[src/rtl/serial_word_rx.sv]
// serial_word_rx
// Receives framed serial words (start bit, WIDTH data bits MSB first,
// optional even-parity bit, stop bit) one bit per enabled clock cycle. The
// recovered word goes into a one-entry valid/ready output buffer.
//
// Ports:
//   clk, rst    rising-edge clock, synchronous active-high reset
//   enable      bit strobe; the receiver advances only when high
//   serial_in   serial line, idles high
//   data_out    buffered word, stable while data_valid=1
//   data_valid  buffer holds an unconsumed word
//   data_ready  consumer pops the word when data_valid & data_ready
//   parity_err  parity mismatch on the buffered word (0 without parity)
//   frame_err   one-cycle pulse: stop bit sampled as 0, word discarded
//   overrun     one-cycle pulse: completed word dropped, buffer was full
//   busy        receiver is inside a frame
module serial_word_rx #(
  parameter int WIDTH     = 4,
  parameter int PARITY_EN = 1
) (
  input  logic             clk,
  input  logic             rst,
  input  logic             enable,
  input  logic             serial_in,
  output logic [WIDTH-1:0] data_out,
  output logic             data_valid,
  input  logic             data_ready,
  output logic             parity_err,
  output logic             frame_err,
  output logic             overrun,
  output logic             busy
);

  localparam int CW = $clog2(WIDTH);

  typedef enum logic [1:0] {IDLE, DATA, PARITY, STOP} state_t;

  state_t           state;
  logic [CW-1:0]    cnt;
  logic [WIDTH-1:0] shift;
  logic             par_bit;
  logic             word_done;
  logic             word_perr;

  always_comb begin
    word_done = enable && (state == STOP) && serial_in;
    // Even parity: data bits XOR parity bit must be zero.
    word_perr = (PARITY_EN != 0) && ((^shift) ^ par_bit);
  end

  always_ff @(posedge clk) begin
    if (rst) begin
      state      <= IDLE;
      cnt        <= '0;
      shift      <= '0;
      par_bit    <= 1'b0;
      data_out   <= '0;
      data_valid <= 1'b0;
      parity_err <= 1'b0;
      frame_err  <= 1'b0;
      overrun    <= 1'b0;
      busy       <= 1'b0;
    end else begin
      frame_err <= 1'b0;
      overrun   <= 1'b0;

      // Output buffer runs regardless of enable. A pop in the same cycle
      // as a completion frees the slot for the new word.
      if (word_done) begin
        if (!data_valid || data_ready) begin
          data_out   <= shift;
          parity_err <= word_perr;
          data_valid <= 1'b1;
        end else begin
          overrun <= 1'b1;
        end
      end else if (data_valid && data_ready) begin
        data_valid <= 1'b0;
      end

      if (enable) begin
        case (state)
          IDLE: begin
            if (!serial_in) begin
              state <= DATA;
              cnt   <= CW'(WIDTH - 1);
              busy  <= 1'b1;
            end
          end
          DATA: begin
            shift <= {shift[WIDTH-2:0], serial_in};
            if (cnt == '0)
              state <= (PARITY_EN != 0) ? PARITY : STOP;
            else
              cnt <= cnt - 1'b1;
          end
          PARITY: begin
            par_bit <= serial_in;
            state   <= STOP;
          end
          STOP: begin
            // The stop bit is consumed here and never doubles as a start.
            if (!serial_in)
              frame_err <= 1'b1;
            state <= IDLE;
            busy  <= 1'b0;
          end
          default: begin
            state <= IDLE;
            busy  <= 1'b0;
          end
        endcase
      end
    end
  end

endmodule

[config.mk]
export PLATFORM = sky130hd
export DESIGN_NAME = serial_word_rx
export DESIGN_NICKNAME = d
export VERILOG_FILES = /design/src/rtl/serial_word_rx.sv
export SDC_FILE = /design/constraint.sdc
export NUM_CORES = 1
export LEC_CHECK = 0
export CAP_MARGIN = 20
export CORE_MARGIN = 3
export CORE_UTILIZATION = 45
export CTS_CLUSTER_SIZE = 16
export DETAILED_ROUTE_END_ITERATION = 8
export GPL_ROUTABILITY_DRIVEN = 1
export PLACE_DENSITY = 0.74
export REMOVE_ABC_BUFFERS = 1
export SYNTH_ARGS = -nofsm -noshare
export SYNTH_HDL_FRONTEND = slang
export SYNTH_SLANG_ARGS = --single-unit
[constraint.sdc]
create_clock -name clk -period 1.35 [get_ports clk]
set_clock_uncertainty 0.05 [all_clocks]
set_input_delay 0.135 -clock clk [delete_from_list [all_inputs] [get_ports clk]]
set_output_delay 0.135 -clock clk [all_outputs]
set_load 0.05 [all_outputs]
; After elaboration in Yosys (flattened, before gate mapping)
; Cells that the tools add are included.
[totals]
reg_bits = 18
wordCells = 55
in_bits = 5
output_inout_bits = 9
[op_classes]
mux = 13
add_sub_neg = 1
bitwise = 4
eq_ne = 7
reduce_logical = 20
[op_table]
columns = operator, n
row1 = $mux 2, 4
row2 = $pmux 2 s4, 1
row3 = $reduce_and 2->1, 4
row4 = $mux 1, 6
row5 = $ne 2x2->1 const B, 3
row6 = $reduce_and 3->1, 2
row7 = $reduce_bool 2->1, 3
row8 = $eq 2x2->1 const B, 2
row9 = $logic_not 2->1, 2
row10 = $pmux 2 s2, 1
row11 = $reduce_and 4->1, 1
row12 = $reduce_xor 4->1, 1
row13 = $logic_and 1x1->1, 3
row14 = $not 1->1, 3
row15 = $reduce_or 3->1, 1
row16 = $eq 2x1->1 const B, 1
row17 = $ne 2x1->1 const B, 1
row18 = $pmux 1 s2, 1
row19 = $reduce_or 2->1, 1
row20 = $sub 2x1->2 const B, 1
row21 = $logic_not 1->1, 1
row22 = $logic_or 1x1->1, 1
row23 = $xor 1x1->1, 1

; Logic depth before layout (Yosys ltp)
; Gate-level depths: netlist of the first run.
[depth]
word_depth = 5
mapped_depth = 7
ltp_nobuf = 6

; Worst setup path after synthesis of the first run
; No wires, ideal clock.
[synth_path]
path_type = reg2reg
start = reg state[1]
end = reg state[0]
period_less_slack_ns = 1.430
arrival_ns = 1.246
setup_ns = 0.133
n_path_buf = 1
stages_incl_launch_ff = 8
path_slack_ns = -0.080
required_time_ns = 1.167
cell_sequence = dfxtp_1 > inv_1 > ha_1 > buf_4 > nor2b_1 > nand2b_2 > nor3_1 > a211oi_1
[synth_via]
elab_chain_len = 3
word_cells_on_any_way = 8
classes_between = 5 x eq/ne / 1 x mux / 2 x reduce/logical
[synth_lines]
columns = item, line
row1 = "start, declared", 38  ; state_t state;
row2 = "start signal, assigned", 93  ; state <= (PARITY_EN != 0) ? PARITY : STOP;
row3 = $eq 2x1->1 / $logic_not 2->1 (equally long branches), 82  ; case (state)
row4 = $ne 2x2->1 (no line), -
row5 = $reduce_and 3->1 (no line), -
; Parallel ways exist; a longest one is shown, timed or not.
; A chain may end at the register's enable or synchronous reset.

; Final worst setup path of the first run
[layout_path]
start = reg state[0]
end = reg state[1]
; Same word-level chain as after synthesis.

==> key figures, run 1 <==
Yosys
  • Ys async rst share: 0
  • Post-synth EDFFs: 0
  • Syn Area/Cell: 9.58 um^2
  • Synth cell types: 25
  • Mux cell area share after synthesis: 0.0712
  • Syn. warnings: 0
  • Adder-cell share of the synthesized area: 0.0890
  • Largest family of logic cells by synthesized area: simple AND/OR/NAND/NOR gates
  • #FFs+latches synth: 18
  • Top FF cell, synth: dfxtp_1
  • Cell count after synthesis: 88
  • Seq/Total Area, Yosys: 0.427
  • Post-synthesis cell area: 843 um^2
  • Synth Area in XOR/XNOR: 0.0475
  • Post-Synth Simple-Gate Area: 0.165
  • Post-synthesis compound-gate area fraction: 0.138

Clock network
  • CTS Root Cell: clkbuf_4
  • TritonCTS Buffers: 3
  • H-tree Lvls: 1
  • Clock tree sinks: 18
  • Clock Tree Buf Depth: 2
  • CTS hold repair buffers: 0
  • Clk_lat worst skew: 0.30 ns
  • CTS tree: built
  • Reg clk slew, reported paths: 0.11 ns

Floorplanning
  • Placement Rows: 15
  • Die footprint: 2430 um^2
  • Die width: 49.3 um
  • Die height: 49.3 um
  • Initial Util: 0.483
  • Core region area: 1750 um^2
  • Num ports: 14

Worst setup path
  • Worst EP required: 1.50 ns
  • CP endpoint kind: flop
  • Slowest-stage cell, CP: dfxtp_4
  • CP startpoint kind: flop
  • Worst Path Max Fanout: 7
  • Crit path largest cell delay: 0.41 ns
  • Crit-path cells: inv_4, ha_4, a21boi_4, nand2b_4, mux2i_1, nor2_1
  • WS Path Type: reg -> reg
  • WP data arrival: 1.52 ns

STA
  • Setup TNS Final: -0.0334 ns
  • Final hold vios: 0
  • Max Clk Rate: 730 MHz
  • Measured slew at the worst slew-check pin: 0.270 ns
  • Final setup vio count: 3
  • Crit path time final: 1.37 ns
  • Rel. slew slack: 0.820
  • Setup ws final: -0.0197 ns
  • Pins over their slew limit: 0
  • Unrepaired setup endpoints after global routing: true
  • Period utilisation layout: 1.01

Global route
  • GRT Residual Overflow: 0
  • Tot GR Track Use: 0.174
  • Largest net degree at the start of global routing: 12
  • Initial antenna violation count: 0
  • Vias in the first global route: 692
  • First-pass GRT wire length: 3.21 mm

Pwr
  • Leak: 0.500 nW
  • Peak ir drop on the vdd network: 0.000655 V
  • Power Density: 924 nW/um^2

Worst hold path
  • HP Class: reg -> reg

Finish
  • Area Growth Syn to Fin: 56.4%
  • Most frequent cells in the layout: buf_4, dfxtp_1, a21oi_1, buf_12, nand2_1
  • Design Area, Final: 1320 um^2
  • Most common cell after layout, fill and taps aside: buf_4
  • Antenna Cells: 0
  • Post-layout nets: 130
  • Layout cell share with drive strength beyond 1: 0.407

Status
  • Status: finished, violations left
  • Violated checks: setup timing

Detailed routing
  • Routed wire length: 1.92 mm
  • Vias/cell: 5.08
  • Routed vias: 726
  • Per-cell routed wire length: 13.4 um
  • Routed Antenna Nets: 0
  • Drt pass-1 iters: 4
  • # DRC: 0
  • 1st-iter DRT viols: 9

Placement
  • Number of port buffers: 13
  • Gpl congestion: 0.775
  • Placed Area: 1170 um^2
  • Hpwl dp: 1.29 mm

Flow run
  • MaxCap Viol Count: 0
state kept, by name, indices dropped and copies added (netlist names):
signal,cells
parity_err,1
data_valid,1
frame_err,1
shift,4
busy,1
overrun,1
par_bit,1
state,2
data_out,4
cnt,2
kinds of logic after synthesis:
family,Yosys count
muxes,6
buffers and inverters,10
DFF,18
xor gates and xnor gates,3
and+or+nand+nor,29
AOI/OAI and AO/OA,16
adders and majority gates,6
path summary, 6_finish.rpt:
kind                              start                     to  slack [ns]  cells after the start
hold reg to reg    par_bit$_SDFFE_PP0P_   par_bit$_SDFFE_PP0P_        0.44                      2
setup reg to reg  state[0]$_SDFFE_PP0P_  state[1]$_SDFFE_PP0P_       -0.02                      6
setup / recovery  state[0]$_SDFFE_PP0P_  state[1]$_SDFFE_PP0P_       -0.02                      6
hold / removal     par_bit$_SDFFE_PP0P_   par_bit$_SDFFE_PP0P_        0.44                      2
report_power, final:
part           leakage [nW]  internal (mW)  switching [mW]  total, mW
registers             0.148          0.552          0.0246      0.577
logic                 0.331          0.156           0.149      0.305
clock network        0.0210          0.164           0.172      0.337
total                 0.500          0.873           0.346       1.22
final cells by class:
type                       instances  area (um^2)
multi-input combinational         60          499
fill                             122          427
clock buffer                       4         36.3
tap                               25         31.3
inverter                           5         23.8
timing repair buffer              31          359
sequential                        18          369
routing by layer:
layer,vias up,wire length [um],global-route usage
met2,22,995,0.283
li1,359,-,-
met1,343,818,0.211
met4,0,21,0.0711
met5,-,0,0
met3,2,87,0.0520
per-stage QoR:
step                worst slack [ns]   util  std cells  hold slack, ns  power, mW
floorplan                     -0.126      -         83           0.151      0.704
global route                 -0.0937  0.756        143           0.466       1.28
global placement              -0.169  0.668        135           0.404      0.803
CTS                          0.00491  0.720        141           0.426       1.18
finish                       -0.0197  0.756        143           0.440       1.22
detailed placement            -0.182  0.668        135           0.411      0.814
cell usage after synthesis, types with 2 or more instances:
library cell / number / area share
a211oi_1: 2 / 0.018
nor2_1: 7 / 0.031
nand3_1: 6 / 0.036
a21oi_1: 9 / 0.053
clkbuf_1: 2 / 0.0089
inv_1: 5 / 0.022
nor2b_1: 2 / 0.015
dfxtp_1: 18 / 0.43
buf_4: 2 / 0.018
ha_1: 6 / 0.089
nor3_1: 3 / 0.018
mux2i_1: 6 / 0.071
nand2_1: 8 / 0.036
timing repair:
action                     in CTS  in global routing
setup endpoints to repair      10                 10
pin swaps                       1                  8
setup buffers                   2                  2
gates resized for setup        12                 11
critical path: cells and delay by family (launching register included):
family | cells | cell delay [ns]
flip-flops | 1 | 0.41
AO/OA/AOI/OAI | 1 | 0.27
adder cells (fa/ha/maj) | 1 | 0.17
multiplexers | 1 | 0.17
AND/OR/NAND/NOR | 2 | 0.16
buffers and inverters | 1 | 0.05
Note: power is estimated with default switching activity, not from simulation.
==> run 2: changes to the inputs <==
--- a/config.mk
+++ b/config.mk
@@ -7,11 +7,11 @@
 export LEC_CHECK = 0
 export CAP_MARGIN = 20
 export CORE_MARGIN = 3
-export CORE_UTILIZATION = 45
+export CORE_UTILIZATION = 50
 export CTS_CLUSTER_SIZE = 16
 export DETAILED_ROUTE_END_ITERATION = 8
 export GPL_ROUTABILITY_DRIVEN = 1
-export PLACE_DENSITY = 0.74
+export PLACE_DENSITY = 0.78
 export REMOVE_ABC_BUFFERS = 1
 export SYNTH_ARGS = -nofsm -noshare
 export SYNTH_HDL_FRONTEND = slang
==> constraint.sdc (replaced) <==
create_clock -name clk -period 1.3 [get_ports clk]
set_clock_uncertainty 0.05 [all_clocks]
set_input_delay 0.13 -clock clk [delete_from_list [all_inputs] [get_ports clk]]
set_output_delay 0.13 -clock clk [all_outputs]
set_load 0.005 [all_outputs]
==> run 2 against run 1 <==
The flow still finishes with violations (setup timing). Count of clock-buffer cells in the layout fell by 1. Sequential cell count stayed put. Worst hold slack got worse by 0.0018 ns. Power is 6.2% lower. Setup slack worse by 0.0028 ns. Routed wire length is 9.7% lower. Maximum frequency grew 3.6%. Core utilization up 3.7 points. Non-clock buffer count down 3. Via count is 3.0% lower. Final area shrank 7.3%.
==> key figures, run 2 (synthesis results as in run 1) <==
STA
  • Setup TNS Final: -0.0509 ns (was -0.0334 ns)
  • Period utilisation layout: 1.02 (was 1.01)
  • Setup ws final: -0.0224 ns (was -0.0197 ns)
  • Rel. slew slack: 0.828 (was 0.820)
  • Final hold vios: 0 (unchanged)
  • Crit path time final: 1.32 ns (was 1.37 ns)
  • Unrepaired setup endpoints after global routing: true (unchanged)
  • Pins over their slew limit: 0 (unchanged)
  • Max Clk Rate: 756 MHz (was 730 MHz)
  • Final setup vio count: 4 (was 3)
  • Measured slew at the worst slew-check pin: 0.258 ns (was 0.270 ns)

Clock network
  • Clk_lat worst skew: 0.28 ns (was 0.30 ns)
  • Clock tree sinks: 18 (unchanged)
  • H-tree Lvls: 1 (unchanged)
  • CTS tree: built (unchanged)
  • TritonCTS Buffers: 3 (unchanged)
  • Reg clk slew, reported paths: 0.09 ns (was 0.11 ns)
  • Clock Tree Buf Depth: 2 (unchanged)
  • CTS Root Cell: clkbuf_4 (unchanged)

Pwr
  • Peak ir drop on the vdd network: 0.000658 V (was 0.000655 V)
  • Combinational share of power: 0.246 (was 0.250)
  • Leak: 0.593 nW (was 0.500 nW)
  • Switching power: 0.314 mW (was 0.346 mW)
  • Reg power frac: 0.522 (was 0.473)
  • Int Pwr: 0.829 mW (was 0.873 mW)
  • Power Density: 935 nW/um^2 (was 924 nW/um^2)
  • Pwr Total: 1.14 mW (was 1.22 mW)
  • Clock Power Share: 0.232 (was 0.276)
  • Sw Ratio: 0.275 (was 0.284)

Worst setup path
  • Crit-path cells: inv_4, ha_4, a21boi_4, o21ai_2, a221oi_2 (was inv_4, ha_4, a21boi_4, nand2b_4, mux2i_1, nor2_1)
  • RR Startpoint: state[0]$_SDFFE_PP0P_ (unchanged)
  • WS Path Type: reg -> reg (unchanged)
  • WP data arrival: 1.47 ns (was 1.52 ns)
  • CP startpoint kind: flop (unchanged)
  • Slowest-stage cell, CP: dfxtp_4 (unchanged)
  • Worst R2R End: cnt[0]$_SDFFE_PP0P_ (was state[1]$_SDFFE_PP0P_)
  • Top delay family on crit path: compound AO/OA/AOI/OAI gates (was flip-flops)
  • Worst Path Max Fanout: 7 (unchanged)
  • CP endpoint kind: flop (unchanged)
  • Reg2reg setup slack: -0.02 ns (about the same)
  • Worst EP required: 1.45 ns (was 1.50 ns)
  • R2R depth: 5 (was 6)
  • Buf/Inv on CP: 1 (unchanged)
  • Crit path largest cell delay: 0.40 ns (was 0.41 ns)

Global route
  • Tot GR Track Use: 0.179 (was 0.174)
  • GRT met3 Usage: 0.0460 (was 0.0520)
  • Largest net degree at the start of global routing: 19 (was 12)
  • Most used routing layer: met2 (unchanged)
  • GRT met2 Usage: 0.304 (was 0.283)
  • First-pass GRT wire length: 2.76 mm (was 3.21 mm)
  • Initial antenna violation count: 0 (unchanged)
  • Vias in the first global route: 645 (was 692)
  • GRT Residual Overflow: 0 (unchanged)
  • Met1 usage: 0.225 (was 0.211)

Placement
  • Number of port buffers: 13 (unchanged)
  • Hpwl dp: 1.12 mm (was 1.29 mm)
  • Gpl congestion: 0.759 (was 0.775)
  • Placed Area: 1080 um^2 (was 1170 um^2)

Floorplanning
  • Initial Util: 0.547 (was 0.483)
  • Die footprint: 2220 um^2 (was 2430 um^2)
  • Core region area: 1540 um^2 (was 1750 um^2)
  • Die height: 47.1 um (was 49.3 um)
  • Num ports: 14 (unchanged)
  • Placement Rows: 14 (was 15)
  • Die width: 47.1 um (was 49.3 um)

Detailed routing
  • # DRC: 0 (unchanged)
  • Routed vias: 704 (was 726)
  • Routed wire length: 1.74 mm (was 1.92 mm)
  • Drt pass-1 iters: 4 (unchanged)
  • 1st-iter DRT viols: 10 (was 9)
  • Routed Antenna Nets: 0 (unchanged)
  • Vias/cell: 5.42 (was 5.08)
  • Per-cell routed wire length: 13.4 um (about the same)

Worst hold path
  • Hold path endpoint: data_out[2]$_SDFFE_PP0P_ (was par_bit$_SDFFE_PP0P_)
  • Min-delay src: data_out[2]$_SDFFE_PP0P_ (was par_bit$_SDFFE_PP0P_)
  • HP Class: reg -> reg (unchanged)
  • Hold path cells: 2 (unchanged)

Finish
  • Most frequent cells in the layout: buf_4, a21oi_1, dfxtp_2, dfxtp_1, dlymetal6s2s_1 (was buf_4, dfxtp_1, a21oi_1, buf_12, nand2_1)
  • Antenna Cells: 0 (unchanged)
  • Area Growth Syn to Fin: 45.0% (was 56.4%)
  • Design Area, Final: 1220 um^2 (was 1320 um^2)
  • Most common cell after layout, fill and taps aside: buf_4 (unchanged)
  • Largest registers: data_out x4, shift x4 (unchanged)
  • Layout cell share with drive strength beyond 1: 0.386 (was 0.407)
  • Post-layout nets: 127 (was 130)

Status
  • Violated checks: setup timing (unchanged)
  • Status: finished, violations left (unchanged)

Flow run
  • MaxCap Viol Count: 0 (unchanged)
-- run 2: cell types whose count changed in the layout (fill, tap and decap cells not counted), sizes merged --
cell / before / now
buf: 27 / 15
dlymetal6s2s: 0 / 8
clkbuf: 4 / 3
dlygate4sd2: 0 / 1
-- run 2: worst register-to-register path, delay by kind of cell, from the launching register on --
family	cells	cell delay, ns
buffers and inverters	1	0.05
AOI/OAI and AO/OA	3	0.57
adders and majority gates	1	0.16
DFF	1	0.40
-- run 2: routing by layer --
layer,vias up,wire [um]
met2,18,859
li1,352,-
met4,0,22
met3,5,79
met1,329,775
met5,-,0
-- run 2: power by group through the flow --
stage / sequential (mW) / combinational [mW] / clock, mW
after floorplan: 0.597 / 0.121 / 0
after global placement: 0.598 / 0.221 / 0
after detailed placement: 0.600 / 0.226 / 0
after CTS: 0.597 / 0.267 / 0.269
after global routing: 0.600 / 0.308 / 0.293
final: 0.597 / 0.281 / 0.265
-- run 2: per-stage QoR --
step           hold slack [ns]  setup slack [ns]  cells   util
4_1_cts                  0.429           -0.0183    130  0.772
3_5_place_dp             0.415            -0.203    126  0.699
3_3_place_gp             0.404            -0.210    126  0.699
2_1_floorplan            0.146            -0.147     83      -
6_report                 0.438           -0.0224    130  0.793
5_1_grt                  0.458            -0.111    130  0.793
-- run 2: how the worst max path moves through the flow --
stage,startpoint,cells after the start,to,slack [ns]
floorplan,state[1]$_SDFFE_PP0P_,5,data_out[0]$_SDFFE_PP0P_,-0.15
CTS,state[0]$_SDFFE_PP0P_,5,cnt[0]$_SDFFE_PP0P_,-0.02
global route,state[1]$_SDFFE_PP0P_,7,cnt[1]$_SDFFE_PP0P_,-0.11
global placement,enable,6,data_out[1]$_SDFFE_PP0P_,-0.21
detailed placement,enable,4,cnt[1]$_SDFFE_PP0P_,-0.20
finish,state[0]$_SDFFE_PP0P_,5,cnt[0]$_SDFFE_PP0P_,-0.02
-- run 2: area by class of cell --
| type | instances | area, um^2 |
|---|---|---|
| tap | 16 | 20.0 |
| clock buffer | 3 | 22.5 |
| multi-input combinational | 60 | 504 |
| inverter | 5 | 23.8 |
| sequential | 18 | 378 |
| timing repair buffer | 28 | 274 |
| fill | 92 | 319 |
-- run 2: what timing repair did --
item / CTS / global route
pin swaps: 4 / 1
gates resized for setup: 28 / 12
buffers inserted: 1 / 0
setup endpoints to repair: 20 / 21
hold endpoints to repair: 0 / 0
hold buffers: 0 / 0
==> run 3: changes to the inputs <==
--- a/config.mk
+++ b/config.mk
@@ -6,13 +6,17 @@
 export NUM_CORES = 1
 export LEC_CHECK = 0
 export CAP_MARGIN = 20
+export CELL_PAD_IN_SITES_DETAIL_PLACEMENT = 0
+export CELL_PAD_IN_SITES_GLOBAL_PLACEMENT = 1
+export CORE_ASPECT_RATIO = 0.6
 export CORE_MARGIN = 3
-export CORE_UTILIZATION = 50
+export CORE_UTILIZATION = 38
 export CTS_CLUSTER_SIZE = 16
 export DETAILED_ROUTE_END_ITERATION = 8
 export GPL_ROUTABILITY_DRIVEN = 1
-export PLACE_DENSITY = 0.78
+export PLACE_DENSITY = 0.77
 export REMOVE_ABC_BUFFERS = 1
+export SLEW_MARGIN = 20
 export SYNTH_ARGS = -nofsm -noshare
 export SYNTH_HDL_FRONTEND = slang
 export SYNTH_SLANG_ARGS = --single-unit
==> run 3 against run 2 <==
The run still ends with setup timing left. Core utilization down 13 points. Final cell count grew 14%. Clock power up 43%. Critical endpoint is now state[0]$_SDFFE_PP0P_.
==> key figures, run 3 (synthesis results as in run 1) <==
Global route
  • Vias in the first global route: 582 (was 645)
  • Initial antenna violation count: 0 (unchanged)
  • First-pass GRT wire length: 2.61 mm (was 2.76 mm)
  • Tot GR Track Use: 0.123 (was 0.179)
  • Largest net degree at the start of global routing: 19 (unchanged)
  • GRT Residual Overflow: 0 (unchanged)

Worst hold path
  • HP Class: in -> reg (was reg -> reg)
  • Hold path cells: 3 (was 2)

Finish
  • Area Growth Syn to Fin: 54.0% (was 45.0%)
  • Antenna Cells: 0 (unchanged)
  • Most frequent cells in the layout: buf_4, dfxtp_1, clkdlybuf4s50_1 (was buf_4, a21oi_1, dfxtp_2, dfxtp_1, dlymetal6s2s_1)
  • Post-layout nets: 133 (was 127)
  • Final core occ: 0.660 (was 0.793)
  • Largest registers: data_out x4, shift x4 (unchanged)
  • Most common cell after layout, fill and taps aside: buf_4 (unchanged)
  • Layout cell share with drive strength beyond 1: 0.375 (was 0.386)
  • Design Area, Final: 1300 um^2 (was 1220 um^2)

Status
  • Violated checks: setup timing (unchanged)
  • Status: finished, violations left (unchanged)

Pwr
  • Power Density: 992 nW/um^2 (was 935 nW/um^2)
  • Peak ir drop on the vdd network: 0.000540 V (was 0.000658 V)
  • Leak: 0.527 nW (was 0.593 nW)

Detailed routing
  • Routed vias: 695 (was 704)
  • # DRC: 0 (unchanged)
  • Drt pass-1 iters: 4 (unchanged)
  • Routed Antenna Nets: 0 (unchanged)
  • Per-cell routed wire length: 11.9 um (was 13.4 um)
  • Routed wire length: 1.76 mm (was 1.74 mm)
  • Vias/cell: 4.70 (was 5.42)
  • 1st-iter DRT viols: 22 (was 10)

STA
  • Final setup vio count: 5 (was 4)
  • Measured slew at the worst slew-check pin: 0.259 ns (was 0.258 ns)
  • Unrepaired setup endpoints after global routing: true (unchanged)
  • Period utilisation layout: 1.06 (was 1.02)
  • Final hold vios: 0 (unchanged)
  • Setup TNS Final: -0.240 ns (was -0.0509 ns)
  • Hold slack final: 0.326 ns (was 0.438 ns)
  • Setup ws final: -0.0797 ns (was -0.0224 ns)
  • Rel. slew slack: 0.827 (was 0.828)
  • Crit path time final: 1.38 ns (was 1.32 ns)
  • Pins over their slew limit: 0 (unchanged)
  • Max Clk Rate: 725 MHz (was 756 MHz)

Floorplanning
  • Die width: 66.8 um (was 47.1 um)
  • Initial Util: 0.429 (was 0.547)
  • Placement Rows: 12 (was 14)
  • Die footprint: 2840 um^2 (was 2220 um^2)
  • Core region area: 1970 um^2 (was 1540 um^2)
  • Die height: 42.5 um (was 47.1 um)
  • Num ports: 14 (unchanged)

Clock network
  • Reg clk slew, reported paths: 0.06 ns (was 0.09 ns)
  • CTS Root Cell: clkbuf_8 (was clkbuf_4)
  • Clock Tree Buf Depth: 2 (unchanged)
  • H-tree Lvls: 1 (unchanged)
  • CTS hold repair buffers: 0 (unchanged)
  • TritonCTS Buffers: 3 (unchanged)
  • CTS tree: built (unchanged)
  • Clock tree sinks: 18 (unchanged)
  • Clk_lat worst skew: 0.25 ns (was 0.28 ns)

Worst setup path
  • R2R depth: 7 (was 5)
  • CP startpoint kind: flop (unchanged)
  • Worst Path Max Fanout: 5 (was 7)
  • WS Path Type: reg -> reg (unchanged)
  • WP data arrival: 1.47 ns (about the same)
  • CP endpoint kind: flop (unchanged)
  • Worst EP required: 1.39 ns (was 1.45 ns)

Placement
  • Placed Area: 1110 um^2 (was 1080 um^2)
  • Hpwl dp: 1.19 mm (was 1.12 mm)
  • Number of port buffers: 13 (unchanged)
  • Gpl congestion: 0.746 (was 0.759)

Flow run
  • MaxCap Viol Count: 0 (unchanged)
## run 3: stage by stage
step,setup WS (ns),power [mW],cells
5_1_grt,-0.138,1.35,148
4_1_cts,-0.0429,1.25,144
3_5_place_dp,-0.220,0.845,141
6_report,-0.0797,1.29,148
2_1_floorplan,-0.147,0.718,83
3_3_place_gp,-0.191,0.839,141
## run 3: per-layer routing
layer / track usage / part of all wire / vias to the layer above
li1: - / - / 362
met1: 0.162 / 0.49 / 313
met2: 0.175 / 0.45 / 16
met3: 0.0590 / 0.051 / 4
met4: 0.0364 / 0.014 / 0
met5: 0 / 0 / -
## run 3: area by class of cell
cell class	count	area, um^2
fill	159	668
multi-input combinational	60	509
sequential	18	369
timing repair buffer	34	323
clock buffer	3	41.3
tap	28	35.0
inverter	5	21.3
## run 3: critical path: stages, from the launching register on
cell and delay, ns:
dfxtp_4 0.38, inv_4 0.06, ha_4 0.17, a21boi_4 0.22, buf_6 0.14, nand2b_4 0.06
nor3_2 0.13, a211oi_2 0.06
## run 3: repair_timing
action,in CTS,in global routing
resized for setup,12,19
setup endpoints to repair,10,13
buffers inserted,0,4
pin swaps,3,3
## run 3: power by group
group          internal (mW)  switching [mW]
registers              0.574          0.0204
clock network          0.206           0.175
logic                  0.172           0.142
## run 3: final timing paths
check	start	end	slack [ns]
setup / recovery	state[1]$_SDFFE_PP0P_	state[0]$_SDFFE_PP0P_	-0.08
hold / removal	serial_in	frame_err$_SDFF_PP0_	0.33
setup reg to reg	state[1]$_SDFFE_PP0P_	state[0]$_SDFFE_PP0P_	-0.08
hold reg to reg	par_bit$_SDFFE_PP0P_	par_bit$_SDFFE_PP0P_	0.41
